==> src/rtl/pipe_pkg.sv <==
// rtl/pipe_pkg.sv - shared types and field layout for the handshaked pipeline stage
//
// Purpose: state encoding for the stage FSM, default field widths and the
//          bit offsets used when packing ID/EX control and data fields.
// Ports:   none (package)
package pipe_pkg;

    typedef enum logic [1:0] {
        ST_EMPTY = 2'd0,
        ST_FULL  = 2'd1,
        ST_SKID  = 2'd2
    } pipe_state_e;

    localparam int CTRL_W_DEF = 12;
    localparam int DATA_W_DEF = 116;

    // Control field: {RegWrite, MemToReg, MemWrite, MemRead, ALUSrc, RegDst, ALUfunc[5:0]}
    localparam int ALUFUNC_LSB  = 0;
    localparam int ALUFUNC_W    = 6;
    localparam int REGDST_BIT   = 6;
    localparam int ALUSRC_BIT   = 7;
    localparam int MEMREAD_BIT  = 8;
    localparam int MEMWRITE_BIT = 9;
    localparam int MEMTOREG_BIT = 10;
    localparam int REGWRITE_BIT = 11;

    // Data field: {regA, regB, SignIm, Ra, Rb, Rd, shamt}
    localparam int SHAMT_LSB  = 0;
    localparam int RD_LSB     = 5;
    localparam int RB_LSB     = 10;
    localparam int RA_LSB     = 15;
    localparam int SIGNIM_LSB = 20;
    localparam int REGB_LSB   = 52;
    localparam int REGA_LSB   = 84;

endpackage

==> src/rtl/sat_counter.sv <==
// rtl/sat_counter.sv - saturating up-counter with synchronous clear
//
// Purpose: counts qualifying cycles, sticks at all-ones instead of wrapping.
// Ports:   clk  - clock
//          clr  - synchronous active-high clear
//          inc  - count this cycle
//          q    - current count
module sat_counter #(
    parameter int CNT_W = 16
) (
    input  logic             clk,
    input  logic             clr,
    input  logic             inc,
    output logic [CNT_W-1:0] q
);

    logic [CNT_W-1:0] cnt_q;

    always_ff @(posedge clk) begin
        if (clr) begin
            cnt_q <= '0;
        end else if (inc && (cnt_q != {CNT_W{1'b1}})) begin
            cnt_q <= cnt_q + 1'b1;
        end
    end

    assign q = cnt_q;

endmodule

==> src/rtl/pipe_stage_hs.sv <==
// rtl/pipe_stage_hs.sv - handshaked pipeline stage register with optional skid entry
//
// Purpose: valid/ready pipeline register carrying a control field (forced to
//          zero when no entry is live) and a data field, with flush, an
//          optional skid entry and saturating bubble/stall counters.
// Ports:   clk, clr (sync active-high reset), flush (sync kill)
//          in_valid/in_ready, ctrl_d, data_d   - upstream side
//          out_valid/out_ready, ctrl_e, data_e - downstream side
//          bubble_cnt, stall_cnt               - performance counters
module pipe_stage_hs
    import pipe_pkg::*;
#(
    parameter int CTRL_W  = CTRL_W_DEF,
    parameter int DATA_W  = DATA_W_DEF,
    parameter int SKID_EN = 1,
    parameter int CNT_W   = 16
) (
    input  logic              clk,
    input  logic              clr,
    input  logic              flush,
    input  logic              in_valid,
    output logic              in_ready,
    input  logic [CTRL_W-1:0] ctrl_d,
    input  logic [DATA_W-1:0] data_d,
    output logic              out_valid,
    input  logic              out_ready,
    output logic [CTRL_W-1:0] ctrl_e,
    output logic [DATA_W-1:0] data_e,
    output logic [CNT_W-1:0]  bubble_cnt,
    output logic [CNT_W-1:0]  stall_cnt
);

    localparam bit USE_SKID = (SKID_EN != 0);

    pipe_state_e       state_q,     state_d;
    logic [CTRL_W-1:0] main_ctrl_q, main_ctrl_d;
    logic [DATA_W-1:0] main_data_q, main_data_d;
    logic [CTRL_W-1:0] skid_ctrl_q, skid_ctrl_d;
    logic [DATA_W-1:0] skid_data_q, skid_data_d;

    logic in_xfer;
    logic out_xfer;

    assign out_valid = (state_q != ST_EMPTY);
    assign in_xfer   = in_valid & in_ready;
    assign out_xfer  = out_valid & out_ready;

    // With a skid entry the ready is a pure function of state, breaking the
    // combinational ready chain; without it ready looks through to out_ready.
    generate
        if (USE_SKID) begin : g_skid_ready
            assign in_ready = (state_q != ST_SKID);
        end else begin : g_comb_ready
            assign in_ready = (state_q == ST_EMPTY) | out_ready;
        end
    endgenerate

    always_comb begin
        state_d     = state_q;
        main_ctrl_d = main_ctrl_q;
        main_data_d = main_data_q;
        skid_ctrl_d = skid_ctrl_q;
        skid_data_d = skid_data_q;

        unique case (state_q)
            ST_EMPTY: begin
                if (in_xfer) begin
                    state_d     = ST_FULL;
                    main_ctrl_d = ctrl_d;
                    main_data_d = data_d;
                end
            end
            ST_FULL: begin
                if (out_xfer && in_xfer) begin
                    main_ctrl_d = ctrl_d;
                    main_data_d = data_d;
                end else if (out_xfer) begin
                    state_d = ST_EMPTY;
                end else if (in_xfer && USE_SKID) begin
                    state_d     = ST_SKID;
                    skid_ctrl_d = ctrl_d;
                    skid_data_d = data_d;
                end
            end
            ST_SKID: begin
                if (out_ready) begin
                    state_d     = ST_FULL;
                    main_ctrl_d = skid_ctrl_q;
                    main_data_d = skid_data_q;
                end
            end
            default: state_d = ST_EMPTY;
        endcase

        // Flush overrides everything above: any accepted input is dropped and
        // held control is zeroed so a stale entry can never look like a live op.
        if (flush) begin
            state_d     = ST_EMPTY;
            main_ctrl_d = '0;
            skid_ctrl_d = '0;
            main_data_d = main_data_q;
            skid_data_d = skid_data_q;
        end
    end

    always_ff @(posedge clk) begin
        if (clr) begin
            state_q     <= ST_EMPTY;
            main_ctrl_q <= '0;
            main_data_q <= '0;
            skid_ctrl_q <= '0;
            skid_data_q <= '0;
        end else begin
            state_q     <= state_d;
            main_ctrl_q <= main_ctrl_d;
            main_data_q <= main_data_d;
            skid_ctrl_q <= skid_ctrl_d;
            skid_data_q <= skid_data_d;
        end
    end

    // Bubble = NOP downstream, so control is masked whenever nothing is live.
    assign ctrl_e = out_valid ? main_ctrl_q : '0;
    assign data_e = main_data_q;

    sat_counter #(.CNT_W(CNT_W)) u_bubble_cnt (
        .clk (clk),
        .clr (clr),
        .inc (~out_valid),
        .q   (bubble_cnt)
    );

    sat_counter #(.CNT_W(CNT_W)) u_stall_cnt (
        .clk (clk),
        .clr (clr),
        .inc (out_valid & ~out_ready),
        .q   (stall_cnt)
    );

endmodule
==> config.mk <==
export PLATFORM = sky130hd
export DESIGN_NAME = pipe_stage_hs
export DESIGN_NICKNAME = d
export VERILOG_FILES = /design/src/rtl/pipe_pkg.sv /design/src/rtl/sat_counter.sv /design/src/rtl/pipe_stage_hs.sv
export SDC_FILE = /design/constraint.sdc
export NUM_CORES = 1
export LEC_CHECK = 0
export BUFFER_PORTS_ARGS = -buffer_cell sky130_fd_sc_hd__buf_2
export CELL_PAD_IN_SITES_DETAIL_PLACEMENT = 0
export CELL_PAD_IN_SITES_GLOBAL_PLACEMENT = 1
export CORE_ASPECT_RATIO = 1.25
export CORE_MARGIN = 2
export CORE_UTILIZATION = 40
export DETAILED_ROUTE_END_ITERATION = 8
export GPL_TIMING_DRIVEN = 0
export PLACE_DENSITY = 0.82
export RECOVER_POWER = 50
export SYNTH_ARGS = -nofsm -noshare
export SYNTH_HDL_FRONTEND = slang
export SYNTH_SLANG_ARGS = --single-unit
export TNS_END_PERCENT = 20
==> constraint.sdc <==
create_clock -name clk -period 2.7 [get_ports clk]
set_clock_uncertainty 0.1 [all_clocks]
set_input_delay 0.405 -clock clk [delete_from_list [all_inputs] [get_ports clk]]
set_output_delay 0.405 -clock clk [all_outputs]
set_load 0.005 [all_outputs]
Yosys cells after proc, flatten, opt, wreduce, memory -nomap -nowiden
Cells that the tools add are included.
{ "classes": {"bitwise": 8, "n_mux": 15, "reduce_logical": 12, "n_addsub": 2, "eq_ne": 10} }
{ "op_table": {"columns": ["operator", "count"], "rows": [
  ["two-way mux 116 bit", 3],
  ["one-hot mux 116 bit (3 select lines)", 1],
  ["two-way mux 12 bit", 4],
  ["one-hot mux 12 bit (3 select lines)", 1],
  ["adder 16 x 1 -> 16 bit (second input constant)", 2],
  ["!= test 16 bit (second input constant)", 2],
  ["AND reduction 4 bit", 3],
  ["two-way mux 2 bit", 5],
  ["!= test 2 bit (second input constant)", 5],
  ["AND reduction 5 bit", 2],
  ["one-hot mux 2 bit (3 select lines)", 1],
  ["inverter 1 bit", 5],
  ["AND 1 bit", 3],
  ["logical AND 1 bit", 3],
  ["!= test 3 bit (second input constant)", 1],
  ["nonzero test 3 bit", 1],
  ["== test 2 x 1 -> 1 bit (second input constant)", 1],
  ["== test 2 bit (second input constant)", 1],
  ["logical NOT 2 bit", 1],
  ["nonzero test 2 bit", 1],
  ["OR reduction 2 bit", 1]
]} }
{ "word_totals": {"output_inout_bits": 162, "ff_bits": 290, "wordCells": 54, "in_bits": 133} }

Longest topological paths before layout
Gate-level depths: netlist of run 1.
{ "depth": {"depth_word": 6, "mapped_depth": 7, "mapped_depth_nobuf": 5} }

Modules after synthesis
A second synthesis of run 1 with hierarchy kept.
{ "hier_totals": {"hier_cells": 1381, "hier_area_um2": 12320.6} }
{ "modules_own_cells": {"columns": ["module", "instances", "area_each_um2", "cells_each", "seq_area_each_um2"], "rows": [
  ["pipe_stage_hs", 1, 10623.9, 1183, 5165.0],
  ["sat_counter", 2, 848.3, 99, 320.3]
]} }

Worst setup path after synthesis of run 1
OpenSTA, ideal clock, no wires.
{ "synth_path": {"kind": "register -> register", "from": "reg u_bubble_cnt.cnt_q[0] (netlist: u_bubble_cnt.q[0])", "to": "reg u_bubble_cnt.cnt_q[14] (netlist: u_bubble_cnt.q[14])", "t_required_ns": 2.530, "stages_incl_launch_ff": 7, "slack_ns": 0.475, "arrival_ns": 2.055, "setup_time_ns": 0.070, "n_path_buf": 1, "period_less_slack_ns": 2.225, "path_cell_list": "dfxtp_1 > ha_1 > or3b_1 > or3_1 > buf_2 > or4_1 > a21oi_1"} }
{ "synth_between": {"elab_chain_len": 2, "elab_cells_between_ends": 3, "cone_classes": "1 x add/sub; 1 x eq/ne; 1 x reduce/logical"} }
{ "synth_rtl": {"columns": ["item", "line_no", "text"], "rows": [
  ["start, declared", "sat_counter.sv:17", "logic [CNT_W-1:0] cnt_q;"],
  ["start signal, assigned", "sat_counter.sv:23", "cnt_q <= cnt_q + 1'b1;"],
  ["parallel branches: the longest is 2 deep, another holds adder 16 x 1 -> 16 bit", null, null]
]} }
Parallel ways; which one is timed is not known.
A chain may end at the register's enable or synchronous reset.

Final worst setup path of run 1
{ "layout_path": {"from": "reg state_q[1]", "to": "out ctrl_e[7]"} }
{ "layout_between": {"elab_chain_len": 2} }
{ "layout_rtl": {"columns": ["item", "line_no", "text"], "rows": [
  ["start, declared", "pipe_stage_hs.sv:35", "pipe_state_e state_q, state_d;"],
  ["start signal, assigned", "pipe_stage_hs.sv:114", "state_q <= state_d;"],
  ["nonzero test 2 bit", "pipe_stage_hs.sv:44", "assign out_valid = (state_q != ST_EMPTY);"],
  ["two-way mux 12 bit", "pipe_stage_hs.sv:123", "assign ctrl_e = out_valid ? main_ctrl_q : '0;"],
  ["end, declared", "pipe_stage_hs.sv:27", "output logic [CTRL_W-1:0] ctrl_e,"]
]} }
No other way between the ends.

==> results of run 1 <==
==> how the worst max path moves through the flow <==
stage | from | endpoint | slack, ns | depth (start not counted)
6_report | state_q[1]$_SDFFE_PP0P_ | ctrl_e[7] | 0.16 | 5
5_1_grt | state_q[1]$_SDFFE_PP0P_ | main_ctrl_q[7]$_SDFFE_PP0P_ | -0.04 | 7
4_1_cts | state_q[1]$_SDFFE_PP0P_ | skid_data_q[78]$_SDFFE_PP0P_ | 0.02 | 7
3_5_place_dp | out_ready | data_e[31]$_SDFFE_PP0P_ | -0.29 | 7
3_3_place_gp | out_ready | data_e[68]$_SDFFE_PP0P_ | -0.25 | 7
2_1_floorplan | u_bubble_cnt.q[0]$_SDFFE_PP0P_ | u_bubble_cnt.q[14]$_SDFFE_PP0P_ | 0.48 | 6
==> layout make-up <==
| type | instances | area share, % |
|---|---|---|
| timing repair buffer | 417 | 15.96 |
| buffer | 131 | 3.375 |
| inverter | 6 | 0.1381 |
| antenna | 4 | 0.06136 |
| multi-input combinational | 951 | 35.39 |
| clock buffer | 51 | 5.891 |
| sequential | 290 | 35.59 |
| tap | 401 | 3.076 |
| clock inverter | 6 | 0.5139 |
==> repair_timing <==
action,4_1_cts,5_1_grt
hold endpoints to repair,125,0
hold buffers,125,0
pin swaps,0,0
resized for setup,6,20
setup endpoints to repair,162,124
==> kinds of logic (layout without fill, tap and decap cells) <==
family / Yosys count / after routing
AOI/OAI and AO/OA: 435 / 435
and+or+nand+nor: 380 / 380
DFF: 290 / 290
buffers and inverters: 138 / 611
muxes: 134 / 134
adders and majority gates: 2 / 2
other: 0 / 4
==> cell usage after synthesis, types with 4 or more instances <==
cell / instances / share of area, %
o31ai_1: 6 / 0.37
or4_1: 6 / 0.37
nand2_1: 275 / 8.5
nor3_1: 6 / 0.25
nand2b_1: 4 / 0.21
nand4_1: 12 / 0.62
nor2b_1: 17 / 0.88
nor4_1: 4 / 0.21
dfxtp_1: 290 / 48
inv_1: 5 / 0.15
o21ai_0: 11 / 0.45
buf_2: 28 / 1.2
a21oi_1: 265 / 11
a311oi_1: 116 / 8.4
a211oi_1: 16 / 0.99
or3_1: 9 / 0.46
mux2i_1: 131 / 11
clkbuf_1: 103 / 3.2
nor2_1: 25 / 0.77
nand3_1: 7 / 0.29
==> metal layers <==
layer	vias up	global-route usage, %	part of all wire [%]
li1	5927	-	-
met1	5560	29.56	43
met2	317	39.38	48
met3	90	3.795	5.0
met4	0	10.00	3.9
met5	-	0	0
==> worst reg2reg max path: cells and delay by family (launching register included) <==
| kind | cells | cell delay [ns] |
|---|---|---|
| adders and majority gates | 1 | 0.31 |
| AOI/OAI and AO/OA | 1 | 0.15 |
| and+or+nand+nor | 3 | 1.30 |
| DFF | 1 | 0.40 |
| buffers and inverters | 1 | 0.19 |
==> flip-flops by register name, indices dropped and copies added, names as in the netlist <==
register        count
skid_data_q       116
data_e            116
skid_ctrl_q        12
state_q             2
u_stall_cnt.q      16
main_ctrl_q        12
u_bubble_cnt.q     16
==> where the power goes <==
group | total (mW) | switching, mW | internal (mW)
logic | 1.07 | 0.595 | 0.471
clock network | 4.33 | 1.73 | 2.60
registers | 4.53 | 0.0895 | 4.44
==> stage by stage <==
stage | instances | setup TNS [ns] | setup slack [ns]
after global placement | 2072 | -26.44 | -0.2456
after detailed placement | 2072 | -32.48 | -0.2883
after global routing | 2255 | -0.1023 | -0.04088
after floorplan | 1379 | 0 | 0.4753
after CTS | 2253 | 0 | 0.02113
final | 2257 | 0 | 0.1569
==> results.toml, run 1 <==
[outcome]
outcome = "finished clean"

[finish]
area.growth.synth_to_final_pct = 34.54
final_area_sq_um = 16310
ff_latch_area_sq_um = 5806
post-route-util_pct = 54.49
final_common_cell = "dfxtp_1"
fillers = 2832
multi_input_area_sq_um = 5773
nets = 1963
layout.cells.most_common_list = "dfxtp_1, nand2_1, a21oi_1"
drive_gt1_share_pct = 16.14

[synth]
synth-simple-area-share_pct = 13.66
async_reset_ff_share_pct = 0
ys.flop_type = "dfxtp_1"
synth_compound_gate_area_share_pct = 22.55
synthesis.area_sq_um = 12120
synthCells = 1379
ys_types = 48
muxShareOfSynthArea_pct = 11.09
synth-edff-count = 0
yosys_register_bits = 290
synth_xor_area_share_pct = 0
syn_avg_cell_area_sq_um = 8.792
yosys_warnings = 0
yosysSeqAreaShare_pct = 47.88
synthAdderAreaFrac_pct = 0.2064
synth_top_family_by_area = "compound AO/OA/AOI/OAI gates"
syn_nets = 1514

[die]
start_util_pct = 40.50
rows = 71
dieArea_sq_um = 31730
ios = 295
die_w_um = 159.7
coreArea_sq_um = 29940
die_h_um = 198.7

[worst_hold_path]
hold_end = "skid_data_q[27]$_SDFFE_PP0P_"
min_path_type = "in2reg"
whs_path_depth = 3
worstHoldStart = "data_d[27]"

[route]
ant_nets = 0
viasPerCell = 5.270
dr_total_vias = 11890
wl_um = 38380
drc = 0
routedWlPerCell_um = 17.00
drt-initial-drc-count = 529
drt_pass1_iterations = 6

[sta]
slew_violations = 0
rsz0062_at_grt = "true"
hold_viol_final = 0
finalHoldWorstSlack_ns = 0.02629
slew_headroom_pct = 38.15
finalCritPeriodShare_pct = 94.19
max_freq_mhz = 393.2
setup_viol = 0
finalCriticalPeriod_ns = 2.543
worst_pin_slew_ns = 0.9277

[pwr]
power_density_nw_per_um2 = 608.1
ir_drop_v = 0.0004683
total_power_mw = 9.919
p_leak_nw = 6.793

[placement]
place_congestion = 0.8230
post-dp-hpwl_um = 26930
portBuffers = 292
postPlaceCellArea_sq_um = 14090

[setup_path]
cp_slowest_cell = "clkbuf_1"
r2r_slack_ns = 0.18
cp.arrival_ns = 2.04
r2r_cells = 6
worstSetupStartpointType = "flop"
criticalPathCategory = "reg2out"
rr_startpoint = "u_bubble_cnt.q[1]$_SDFFE_PP0P_"
critPathRequiredTime_ns = 2.19
cpLargestDelayFamily = "buffers and inverters"
crit_fanout = 10
crit_top_cell = "clkbuf_1"
r2r_end = "u_bubble_cnt.q[14]$_SDFFE_PP0P_"
slowest_delay_ns = 0.37
path_cells = "clkbuf_1, nor2_2, clkbuf_1, nor2b_1, buf_2"
end_kind = "output port"
path_buf_inv = 3

[clocking]
htreeDepth = 1
clk_latency_ns = 0.55
cts.clk_slew.worst_paths_ns = 0.06
root_buffer = "clkbuf_16"
post_cts_buffers = 0
cts_tree = "built"
cts_buffer_depth = 3
cts_buffers = 31
cts.sinks = 290

[grt]
grt_pass1_wl_um = 60460
grt_max_degree = 20
track_usage_pct = 23.32
overflow = 0
grt_pass1_vias = 11570
antenna_found_initial = 2

[flow_run]
maxCapViolCount = 0
Power figures use the tool's default switching activity.
==> run 2, diff against run 1 <==
- PLACE_DENSITY: 0.82 -> unset
- PLACE_DENSITY_LB_ADDON: unset -> 0.05
==> run 2 against run 1 <==
Effect of this change:
- flip-flop and latch count is the same
- register-to-register slack improved by 0.03 ns
- hold slack worse by 0.0017 ns
- via count is 1.7% lower
- fmax hardly changed
- die area is the same
- worst setup slack about the same
- sequential power barely moved
- first-iteration DRC count decreased by 10%
- largest cell class unchanged
- highest routed layer unchanged
==> results.toml, run 2 (same netlist as run 1, synthesis figures left out) <==
[sta]
hold_viol_final = 0
rsz0062_at_grt = "true"
worst_pin_slew_ns = 0.9780
slew_headroom_pct = 34.80
finalCritPeriodShare_pct = 94.20
finalCriticalPeriod_ns = 2.543
setup_viol = 0
max_freq_mhz = 393.2
slew_violations = 0

[finish]
drive_gt1_share_pct = 16.10
fillers = 3021
final_cells = 2239
ff_latch_area_sq_um = 5806
nets = 1961
post-route-util_pct = 53.80
antenna_cells = 0
multi_input_area_sq_um = 5768
layout.cells.most_common_list = "dfxtp_1, nand2_1, a21oi_1"
final_common_cell = "dfxtp_1"
area.growth.synth_to_final_pct = 32.85

[grt]
grt_max_degree = 16
antenna_found_initial = 0
track_usage_pct = 23.18
grt_pass1_wl_um = 59460
grt_pass1_vias = 11090
overflow = 0

[route]
viasPerCell = 5.222
drt_pass1_iterations = 5
drt-initial-drc-count = 474
dr_total_vias = 11690
drc = 0
ant_nets = 0
routedWlPerCell_um = 17.19
wl_um = 38480

[clocking]
cts_buffer_depth = 3
post_cts_buffers = 0
htreeDepth = 1
clk_latency_ns = 0.56
cts_tree = "built"
cts.sinks = 290
cts.clk_slew.worst_paths_ns = 0.06
root_buffer = "clkbuf_16"
cts_buffers = 31

[setup_path]
cp.arrival_ns = 2.04
end_kind = "output port"
r2r_slack_ns = 0.21
rr_startpoint = "u_bubble_cnt.q[0]$_SDFFE_PP0P_"
r2r_cells = 6
crit_fanout = 10
criticalPathCategory = "reg2out"
worstSetupStartpointType = "flop"
critPathRequiredTime_ns = 2.19
r2r_end = "u_bubble_cnt.q[14]$_SDFFE_PP0P_"

[die]
ios = 295
die_w_um = 159.7
coreArea_sq_um = 29940
die_h_um = 198.7
dieArea_sq_um = 31730
rows = 71
start_util_pct = 40.50

[placement]
placed_cells = 2072
place_congestion = 0.7766
portBuffers = 292
post-dp-hpwl_um = 26800

[pwr]
internal_power_mw = 7.058
ir_drop_v = 0.0003768
power_switching_share_pct = 24.68
seq_power_share_pct = 48.3
p_leak_nw = 6.723
power_density_nw_per_um2 = 581.7
netSwitchingPower_mw = 2.312
pwr-share-comb_pct = 11.4
power_frac_clock_pct = 40.3

[worst_hold_path]
whs_path_depth = 3
hold_end = "skid_data_q[93]$_SDFFE_PP0P_"
worstHoldStart = "data_d[93]"
min_path_type = "in2reg"

[flow_run]
maxCapViolCount = 0

[outcome]
outcome = "finished clean"
run 2: cell types whose count changed in the layout (fill, tap and decap cells not counted):
cell | previous run | this run
buf_2 | 230 | 240
clkbuf_8 | 11 | 3
diode_2 | 4 | 0
nor2_2 | 1 | 2
buf_4 | 0 | 2
clkbuf_1 | 190 | 180
clkinv_2 | 3 | 1
dlygate4sd3_1 | 125 | 123
buf_1 | 0 | 1
nor2_4 | 1 | 0
clkbuf_2 | 9 | 7
buf_6 | 1 | 0
bufinv_16 | 2 | 0
run 2: per-layer routing:
layer / vias up / share of wire (%) / GRT usage (%)
li1: 5910 / - / -
met1: 5442 / 46 / 30.72
met2: 286 / 46 / 38.38
met3: 54 / 5.8 / 4.608
met4: 0 / 2.1 / 6.734
met5: - / 0 / 0
run 2: worst max path at each step:
| stage | startpoint | end | slack (ns) | cells past startpoint |
|---|---|---|---|---|
| after detailed placement | out_ready | data_e[64]$_SDFFE_PP0P_ | -0.25 | 7 |
| after floorplan | u_bubble_cnt.q[0]$_SDFFE_PP0P_ | u_bubble_cnt.q[14]$_SDFFE_PP0P_ | 0.48 | 6 |
| after global routing | state_q[1]$_SDFFE_PP0P_ | skid_data_q[81]$_SDFFE_PP0P_ | -0.04 | 7 |
| after global placement | out_ready | data_e[64]$_SDFFE_PP0P_ | -0.26 | 7 |
| final | state_q[0]$_SDFFE_PP0P_ | in_ready | 0.16 | 5 |
| after CTS | state_q[0]$_SDFFE_PP0P_ | in_ready | -0.02 | 6 |
run 2: per-stage QoR:
stage               hold WS, ns  TNS [ns]  power, mW  cell area [sq um]  setup WS (ns)
global placement         0.3403    -21.06      5.545              14090        -0.2610
detailed placement       0.3456    -21.57      5.554              14090        -0.2537
floorplan                0.3357         0      5.095              12120         0.4753
CTS                   0.0002270  -0.08975      9.487              16190       -0.02386
global route           0.004604   -0.1520      9.785              16110       -0.03727
finish                  0.02464         0      9.370              16110         0.1567
run 2: final cells by class:
cell class / instances / share of cell area, %
plain buffers: 131 / 3.410
inverters: 6 / 0.1398
well taps: 401 / 3.115
flip-flops and latches: 290 / 36.04
clock buffers: 43 / 5.282
clock inverters: 2 / 0.08545
repair buffers: 415 / 16.11
multi-input cells: 951 / 35.81
run 2: power by group through the flow:
stage / Combinational (mW) / Clock (mW) / Sequential (mW)
2_1_floorplan: 0.479 / 0 / 4.62
3_3_place_gp: 0.935 / 0 / 4.61
3_5_place_dp: 0.940 / 0 / 4.61
4_1_cts: 1.09 / 3.88 / 4.52
5_1_grt: 1.18 / 4.06 / 4.54
6_report: 1.06 / 3.78 / 4.53
run 2: repair_timing:
action | CTS | global route
setup endpoints to repair | 156 | 112
gates resized for setup | 6 | 16
endpoints found under the hold margin | 123 | 0
hold buffers | 123 | 0
run 2: critical path: stages (launching register included):
cell	delay, ns
dfxtp_1	0.34
clkbuf_2	0.22
nand2b_1	0.27
buf_4	0.26
buf_4	0.25
buf_2	0.15
